$ cat src/rtl/lane_move_ctrl_if.sv
// rtl/lane_move_ctrl_if.sv - lane switch / renderer handshake bundle for lane_move_ctrl
interface lane_move_ctrl_if #(
  parameter int NUM_LANES = 3
);
  localparam int LW = $clog2(NUM_LANES);

  logic          switch_left;
  logic          switch_right;
  logic          upd_ready;
  logic          upd_valid;
  logic [LW-1:0] lane;
  logic [7:0]    ox_loc;
  logic [6:0]    oy_loc;
  logic [7:0]    erase_x;
  logic [6:0]    erase_y;
  logic          blocked;

  // Controller side: takes switches and ready, publishes the erase/draw pair.
  modport master (
    input  switch_left, switch_right, upd_ready,
    output upd_valid, lane, ox_loc, oy_loc, erase_x, erase_y, blocked
  );

  // Renderer / switch side.
  modport slave (
    output switch_left, switch_right, upd_ready,
    input  upd_valid, lane, ox_loc, oy_loc, erase_x, erase_y, blocked
  );
endinterface

$ cat src/rtl/lane_move_ctrl.sv
// rtl/lane_move_ctrl.sv - one-step-per-press lane controller (optional LANE_WRAP_EN: wrap at edges)
module lane_move_ctrl #(
  parameter int NUM_LANES  = 3,
  parameter int LANE0_X    = 30,
  parameter int LANE_PITCH = 40,
  parameter int CAR_Y      = 85,
  parameter int START_LANE = 1
) (
  input  logic            clk,
  input  logic            reset_n,
  lane_move_ctrl_if.master bus
);
  localparam int LW = $clog2(NUM_LANES);
  localparam logic [LW-1:0] LAST_LANE  = LW'(NUM_LANES - 1);
  localparam logic [LW-1:0] START_IDX  = LW'(START_LANE);
  localparam logic [7:0]    START_X    = 8'(LANE0_X + START_LANE * LANE_PITCH);
  localparam logic [6:0]    CAR_Y_POS  = 7'(CAR_Y);

  if (NUM_LANES < 2 || NUM_LANES > 8) begin : g_bad_lanes
    $error("lane_move_ctrl: NUM_LANES must be 2..8");
  end
  if (LANE0_X + (NUM_LANES - 1) * LANE_PITCH > 159) begin : g_bad_span
    $error("lane_move_ctrl: rightmost lane x exceeds 159");
  end
  if (START_LANE < 0 || START_LANE >= NUM_LANES) begin : g_bad_start
    $error("lane_move_ctrl: START_LANE out of range");
  end

  typedef enum logic [1:0] {IDLE, UPDATE, WAIT_REL} state_t;

  state_t        state;
  logic [LW-1:0] lane_q;
  logic [7:0]    ox_q;
  logic [7:0]    erase_x_q;
  logic          valid_q;
  logic          blocked_q;
  logic [LW-1:0] target;
  logic          at_edge;
  logic          refused;

  function automatic logic [7:0] lane_x(input logic [LW-1:0] l);
    return 8'(LANE0_X + int'(l) * LANE_PITCH);
  endfunction

  // Neighbouring lane in the requested direction, and whether that step crosses an edge.
  always_comb begin
    target  = lane_q;
    at_edge = 1'b0;
    if (bus.switch_left) begin
      if (lane_q == '0) begin
        at_edge = 1'b1;
        target  = LAST_LANE;
      end else begin
        target = lane_q - LW'(1);
      end
    end else begin
      if (lane_q == LAST_LANE) begin
        at_edge = 1'b1;
        target  = '0;
      end else begin
        target = lane_q + LW'(1);
      end
    end
`ifdef LANE_WRAP_EN
    refused = 1'b0;
`else
    refused = at_edge;
`endif
  end

  // Step FSM: one lane step per press, held until the renderer takes the pair.
  always_ff @(posedge clk or negedge reset_n) begin
    if (!reset_n) begin
      state     <= IDLE;
      lane_q    <= START_IDX;
      ox_q      <= START_X;
      erase_x_q <= START_X;
      valid_q   <= 1'b0;
      blocked_q <= 1'b0;
    end else begin
      blocked_q <= 1'b0;
      case (state)
        IDLE: begin
          if (bus.switch_left && bus.switch_right) begin
            state <= WAIT_REL;
          end else if (bus.switch_left || bus.switch_right) begin
            if (refused) begin
              blocked_q <= 1'b1;
              state     <= WAIT_REL;
            end else begin
              lane_q    <= target;
              erase_x_q <= ox_q;
              ox_q      <= lane_x(target);
              valid_q   <= 1'b1;
              state     <= UPDATE;
            end
          end
        end
        UPDATE: begin
          if (bus.upd_ready) begin
            valid_q <= 1'b0;
            state   <= WAIT_REL;
          end
        end
        WAIT_REL: begin
          if (!bus.switch_left && !bus.switch_right) state <= IDLE;
        end
        default: state <= IDLE;
      endcase
    end
  end

  assign bus.upd_valid = valid_q;
  assign bus.lane      = lane_q;
  assign bus.ox_loc    = ox_q;
  assign bus.oy_loc    = CAR_Y_POS;
  assign bus.erase_x   = erase_x_q;
  assign bus.erase_y   = CAR_Y_POS;
  assign bus.blocked   = blocked_q;
endmodule

$ cat src/flat_wrapper.sv
// flat-port wrapper written by rule: the top's interface ports become plain ports
module lane_move_ctrl_flat 
#(
  parameter int NUM_LANES  = 3,
  parameter int LANE0_X    = 30,
  parameter int LANE_PITCH = 40,
  parameter int CAR_Y      = 85,
  parameter int START_LANE = 1
)
  (clk, reset_n, bus_switch_left, bus_switch_right, bus_upd_ready, bus_upd_valid, bus_lane, bus_ox_loc, bus_oy_loc, bus_erase_x, bus_erase_y, bus_blocked);
  lane_move_ctrl_if #(.NUM_LANES(NUM_LANES)) bus_i ();
  input  logic clk;
  input  logic reset_n;
  input wire logic [$bits(bus_i.switch_left)-1:0] bus_switch_left;
  input wire logic [$bits(bus_i.switch_right)-1:0] bus_switch_right;
  input wire logic [$bits(bus_i.upd_ready)-1:0] bus_upd_ready;
  output wire logic [$bits(bus_i.upd_valid)-1:0] bus_upd_valid;
  output wire logic [$bits(bus_i.lane)-1:0] bus_lane;
  output wire logic [$bits(bus_i.ox_loc)-1:0] bus_ox_loc;
  output wire logic [$bits(bus_i.oy_loc)-1:0] bus_oy_loc;
  output wire logic [$bits(bus_i.erase_x)-1:0] bus_erase_x;
  output wire logic [$bits(bus_i.erase_y)-1:0] bus_erase_y;
  output wire logic [$bits(bus_i.blocked)-1:0] bus_blocked;
  assign bus_i.switch_left = bus_switch_left;
  assign bus_i.switch_right = bus_switch_right;
  assign bus_i.upd_ready = bus_upd_ready;
  assign bus_upd_valid = bus_i.upd_valid;
  assign bus_lane = bus_i.lane;
  assign bus_ox_loc = bus_i.ox_loc;
  assign bus_oy_loc = bus_i.oy_loc;
  assign bus_erase_x = bus_i.erase_x;
  assign bus_erase_y = bus_i.erase_y;
  assign bus_blocked = bus_i.blocked;
  lane_move_ctrl #(.NUM_LANES(NUM_LANES), .LANE0_X(LANE0_X), .LANE_PITCH(LANE_PITCH), .CAR_Y(CAR_Y), .START_LANE(START_LANE)) u_core (.clk(clk), .reset_n(reset_n), .bus(bus_i));
endmodule
$ cat config.mk
export PLATFORM = sky130hd
export DESIGN_NAME = lane_move_ctrl_flat
export DESIGN_NICKNAME = d
export VERILOG_FILES = /design/src/rtl/lane_move_ctrl_if.sv /design/src/rtl/lane_move_ctrl.sv /design/src/flat_wrapper.sv
export SDC_FILE = /design/constraint.sdc
export NUM_CORES = 1
export LEC_CHECK = 0
export CAP_MARGIN = 20
export CORE_ASPECT_RATIO = 1.25
export CORE_MARGIN = 2
export CORE_UTILIZATION = 43
export CTS_CLUSTER_SIZE = 12
export DETAILED_ROUTE_END_ITERATION = 7
export MAX_ROUTING_LAYER = met4
export PLACE_DENSITY = 0.79
export SLEW_MARGIN = 5
export SYNTH_ARGS = -nofsm -noshare
export SYNTH_HDL_FRONTEND = slang
export SYNTH_SLANG_ARGS = --single-unit
$ cat constraint.sdc
create_clock -name clk -period 2.45 [get_ports clk]
set_input_delay 0.3675 -clock clk [delete_from_list [all_inputs] [get_ports clk]]
set_output_delay 0.3675 -clock clk [all_outputs]
set_load 0.02 [all_outputs]
---- Yosys cells after proc, flatten, opt, wreduce, memory -nomap -nowiden ----
Cells that the tools add are included.
storage, ports and cells
  bits in registers ....................... 22
  bits in latches ......................... 0
  bits in writable memories ............... 0
  bits in read-only memories .............. 0
  input port bits ......................... 5
  word-level logic and storage cells ...... 53
  memories kept ........................... 0
operators by class
  add/sub/neg operators ................... 3
  multiply operators ...................... 1
  divide/modulo/power cells ............... 0
  order comparisons ....................... 0
  equal/unequal tests ..................... 9
  shift-type cells ........................ 0
  multiplexer cells ....................... 21
  bitwise operators ....................... 2
  reductions and logical operators ........ 11
operators with widths
  operator               count
  $mux W2                8
  $mux W1                11
  $add A6 B8 Y8 const A  1
  $ne A2 B2 Y1 const B   3
  $pmux W2 S3            1
  $mul A2 B3 Y5 const B  1
  $reduce_and A5 Y1      1
  $eq A2 B2 Y1 const B   2
  $logic_not A2 Y1       2
  $ne A2 B1 Y1 const B   2
  $reduce_and A4 Y1      1
  $ne A3 B1 Y1 const B   1
  $reduce_and A3 Y1      1
  $add A2 B1 Y2 const B  1
  $eq A2 B1 Y1 const B   1
  $logic_and A1 B1 Y1    2
  $logic_not A1 Y1       2
  $not A1 Y1             2
  $pmux W1 S2            1
  $reduce_bool A2 Y1     1
  $sub A2 B1 Y2 const B  1
  $logic_or A1 B1 Y1     1

---- Logic depth before layout (Yosys ltp) ----
  depth in word-level cells ............... 7
  gate-level depth with buffers ........... 6
  depth with buffers taken out ............ 6

---- Worst setup path after synthesis ----
OpenSTA, ideal clock, no wires.
  path kind ............................... register to register
  from .................................... reg u_core.lane_q[0] (netlist: u_core.bus.lane[0])
  to ...................................... reg u_core.ox_q[4] (netlist: u_core.bus.ox_loc[4])
  library setup time ...................... 125 ps
  arrival time ............................ 1,721 ps
  data required time ...................... 2,325 ps
  setup slack ............................. 604 ps
  stages on the path, launching flop included .. 6
  cell sequence ........................... dfstp_2 inv_1 ha_1 a21oi_1 ha_1 mux2_4
on the way
  word-level cells in the longest chain between the ends .. 5
  elaborated cells between the ends (all ways) .. 14
  classes of those cells .................. add/sub (3); mul (1); eq/ne (1); mux (6); bitwise (1); reduce/logical (2)
RTL lines
  what                                         RTL line                                    source
  start, declared                              lane_move_ctrl.sv:32                        logic [LW-1:0] lane_q;
  start signal, assigned                       lane_move_ctrl.sv:91                        lane_q <= target;
  $add A2 B1 Y2, or another cell as far along  lane_move_ctrl.sv:61                        target = lane_q + LW'(1);
  $mux W2 (on tied branches)                   lane_move_ctrl.sv:57, lane_move_ctrl.sv:50
  $mux W2 (*)                                  lane_move_ctrl.sv:49                        if (bus.switch_left) begin
  named net u_core.target[1]                   lane_move_ctrl.sv:37                        logic [LW-1:0] target;
  $mul A2 B3 Y5 (*)                            lane_move_ctrl.sv:42                        return 8'(LANE0_X + int'(l) * LANE_PITCH);
  $add A6 B8 Y8 (*)                            lane_move_ctrl.sv:42
  end signal, assigned                         lane_move_ctrl.sv:93                        ox_q <= lane_x(target);
  end, declared                                lane_move_ctrl.sv:33                        logic [7:0] ox_q;
The timed path passes the listed nets; every way through them passes the cells marked *.
A chain may end at the register's enable or synchronous reset.

---- Final worst setup path ----
Same ends and word-level chain as after synthesis.

==> summary.txt <==
STA
  • Rel. slew slack: 0.543
  • Final Setup Violations: 0
  • Clk_skew: 1.59 ps
  • Tmin final: 1920 ps
  • Slew @ Worst Pin: 684 ps
  • Maximum clock rate: 0.522 GHz
  • Final hold vios: 0
  • Worst hold slack: 489 ps
  • Fin crit share: 0.782
  • TNS Setup: 0 ps
  • Final Max Slew Viols: 0
  • RSZ-0062 raised after global routing: no

CTS
  • Total CTS buffers: 3
  • CTS sink count: 16
  • Skew-Pair Late Insertion Delay: 290 ps
  • Postcts setup bufs: 0
  • Hold bufs inserted after CTS: 0
  • Clock-pin slew on the worst setup and hold paths: 90 ps
  • CTS root buffer: clkbuf_4
  • H-tree depth: 1
  • CTS max path bufs: 2
  • CTS resizes: 0
  • TritonCTS clock tree: yes

Die
  • Die area: 2730 um2
  • I/O pin total: 39
  • Initial core utilization: 0.452
  • Die Height: 57.9 um
  • Core Area: 2210 um2
  • Die width: 47.1 um
  • Std-Cell Rows: 19

Critical path
  • Reg2Reg Depth: 5
  • Crit Path Max Fanout: 5
  • CP required: 2630 ps
  • CP Capture Type: flop
  • Critical path startpoint category: flop
  • Critical Path AT: 2100 ps
  • Kind of critical path: reg2reg

Synth
  • Mapped Area: 1000 um2
  • Synth Area in XOR/XNOR: 0
  • Main combinational cell family by area after synthesis: buffers and inverters
  • Mux cell area share after synthesis: 0.169
  • Post-Synth Adder-Cell Area: 0.0876
  • Register bit total from synthesis: 16
  • Unique cell type count in the Yosys netlist: 23
  • Synth Area in Compound Gates: 0.0688
  • Synth Area in Simple Gates: 0.0676
  • Post-Syn Instances: 86
  • Yosys top cell area share: 0.325
  • Syn_area_per_cell: 11.6 um2
  • Area contributors post-synth: dfrtp_1 (33%), buf_4 (15%), mux2_4 (11%)
  • Ys Warns: 0
  • Sequential share of the synthesized area: 0.404
  • Yosys top cell by area: dfrtp_1

Pwr
  • LEAKAGE: 0.571 nW
  • Power Density: 1260 nW/um2
  • VDD IR max: 0.000708 V

Final layout
  • Most frequent cells in the layout: conb_1 (20), clkdlybuf4s50_1 (18), dfrtp_1 (13)
  • Commonest non-fill, non-tap cell in the layout: conb_1
  • Final nets: 118
  • Design area: 1160 um2
  • Share of cells above drive strength 1: 0.171
  • Diode count: 0
  • FILL cells: 204
  • Layout overhead on the synthesized area: 15.8%

Global routing
  • Number of global-route vias before repair: 535
  • Total gr overflow: 0
  • GR Util All Layers: 0.128
  • Initial antenna violation count: 0
  • Largest net degree at the start of global routing: 17
  • First-pass GRT wire length: 2.36 mm

Routing
  • Met3 Wirelength: 51 um
  • Highest metal used: met4
  • M1 wire length: 653 um
  • Vias/cell: 4.24
  • Iteration-0 DRC Markers: 2
  • # DRC: 0
  • Routed Antenna Nets: 0
  • DR pass1 iterations: 4
  • Vias: 576
  • WL/cell: 10.9 um
  • WL final: 1.48 mm
  • Met2 WL: 733 um

Outcome
  • Outcome: finished, final reports clean

Placement
  • Routability cong.: 0.747
  • IO buf count: 18
  • Placed cell areas: 1120 um2
  • DP HPWL: 1.14 mm

Flow run
  • Max-Cap Viols: 0

Hold path
  • Hold Path Class: in2async
[logic make-up (layout without fill, tap and decap cells)]
group                    count (synthesis)  count (layout)
AO/OA/AOI/OAI                           10              10
other                                    2              20
flip-flops                              16              16
buffers and inverters                   28              29
adder cells (fa/ha/maj)                  7               7
AND/OR/NAND/NOR                         10              10
multiplexers                            13              13
[report_power, final]
part,switching (mW),total (mW),leakage [nW],internal [mW]
Combinational,0.384,0.783,0.359,0.398
Sequential,0.0972,0.498,0.190,0.400
Clock,0.0827,0.173,0.0210,0.0905
Total,0.564,1.45,0.571,0.889
[critical path: stages, from the launching register on]
cell and delay, ps:
dfstp_2 560, inv_1 90, ha_1 300, a21oi_1 280, ha_1 300, mux2_4 270
[layer usage]
metal  GRT usage  vias to the layer above
met5           -                        -
met4      0.0952                        0
met3      0.0280                        4
met2       0.190                       18
met1       0.145                      271
li1            -                      283
[synthesized netlist by cell type, drive strengths merged]
cell / number
mux2i: 3
o21a: 1
dfrtp: 13
conb: 2
nand3b: 1
dfstp: 3
buf: 22
mux2: 10
o211ai: 1
o31ai: 4
inv: 6
and2: 1
o21ai: 2
nand2: 1
nor3b: 3
a21oi: 2
ha: 7
or3: 1
nor2: 3
[through the flow]
step | cells | utilization | total power [mW] | worst slack, ps
floorplan | 104 | - | 1.03 | 604
global placement | 132 | 0.507 | 1.27 | 372
detailed placement | 132 | 0.507 | 1.29 | 345
CTS | 136 | 0.523 | 1.47 | 515
global route | 136 | 0.523 | 1.55 | 447
finish | 136 | 0.523 | 1.45 | 534
[final timing paths]
path                            slack [ps]                        startpoint                                to
worst max-delay path                   530    u_core.bus.lane[0]$_DFFE_PN1P_  u_core.bus.ox_loc[4]$_DFFE_PN0P_
worst min-delay path                   490                           reset_n    u_core.bus.lane[1]$_DFFE_PN0P_
worst max register to register         530    u_core.bus.lane[0]$_DFFE_PN1P_  u_core.bus.ox_loc[4]$_DFFE_PN0P_
worst min register to register         490  u_core.bus.ox_loc[6]$_DFFE_PN1P_  u_core.bus.ox_loc[6]$_DFFE_PN1P_
max in group asynchronous             1530                           reset_n  u_core.bus.ox_loc[5]$_DFFE_PN0P_
min in group clk                       490  u_core.bus.ox_loc[6]$_DFFE_PN1P_  u_core.bus.ox_loc[6]$_DFFE_PN1P_
[area by class of cell]
cell class / instances / area [um2] / share of cell area
clock buffers: 4 / 36.3 / 0.0314
inverters: 6 / 22.5 / 0.0195
well taps: 31 / 38.8 / 0.0335
repair buffers: 19 / 188 / 0.162
multi-input cells: 60 / 468 / 0.404
flip-flops and latches: 16 / 404 / 0.349
[sequential cells by signal, indices dropped and copies added (netlist names)]
| register | flops |
|---|---|
| u_core.state | 2 |
| u_core.bus.erase_x | 5 |
| u_core.bus.lane | 2 |
| u_core.bus.blocked | 1 |
| u_core.bus.upd_valid | 1 |
| u_core.bus.ox_loc | 5 |
No activity file was read; power rests on OpenSTA's default activity.
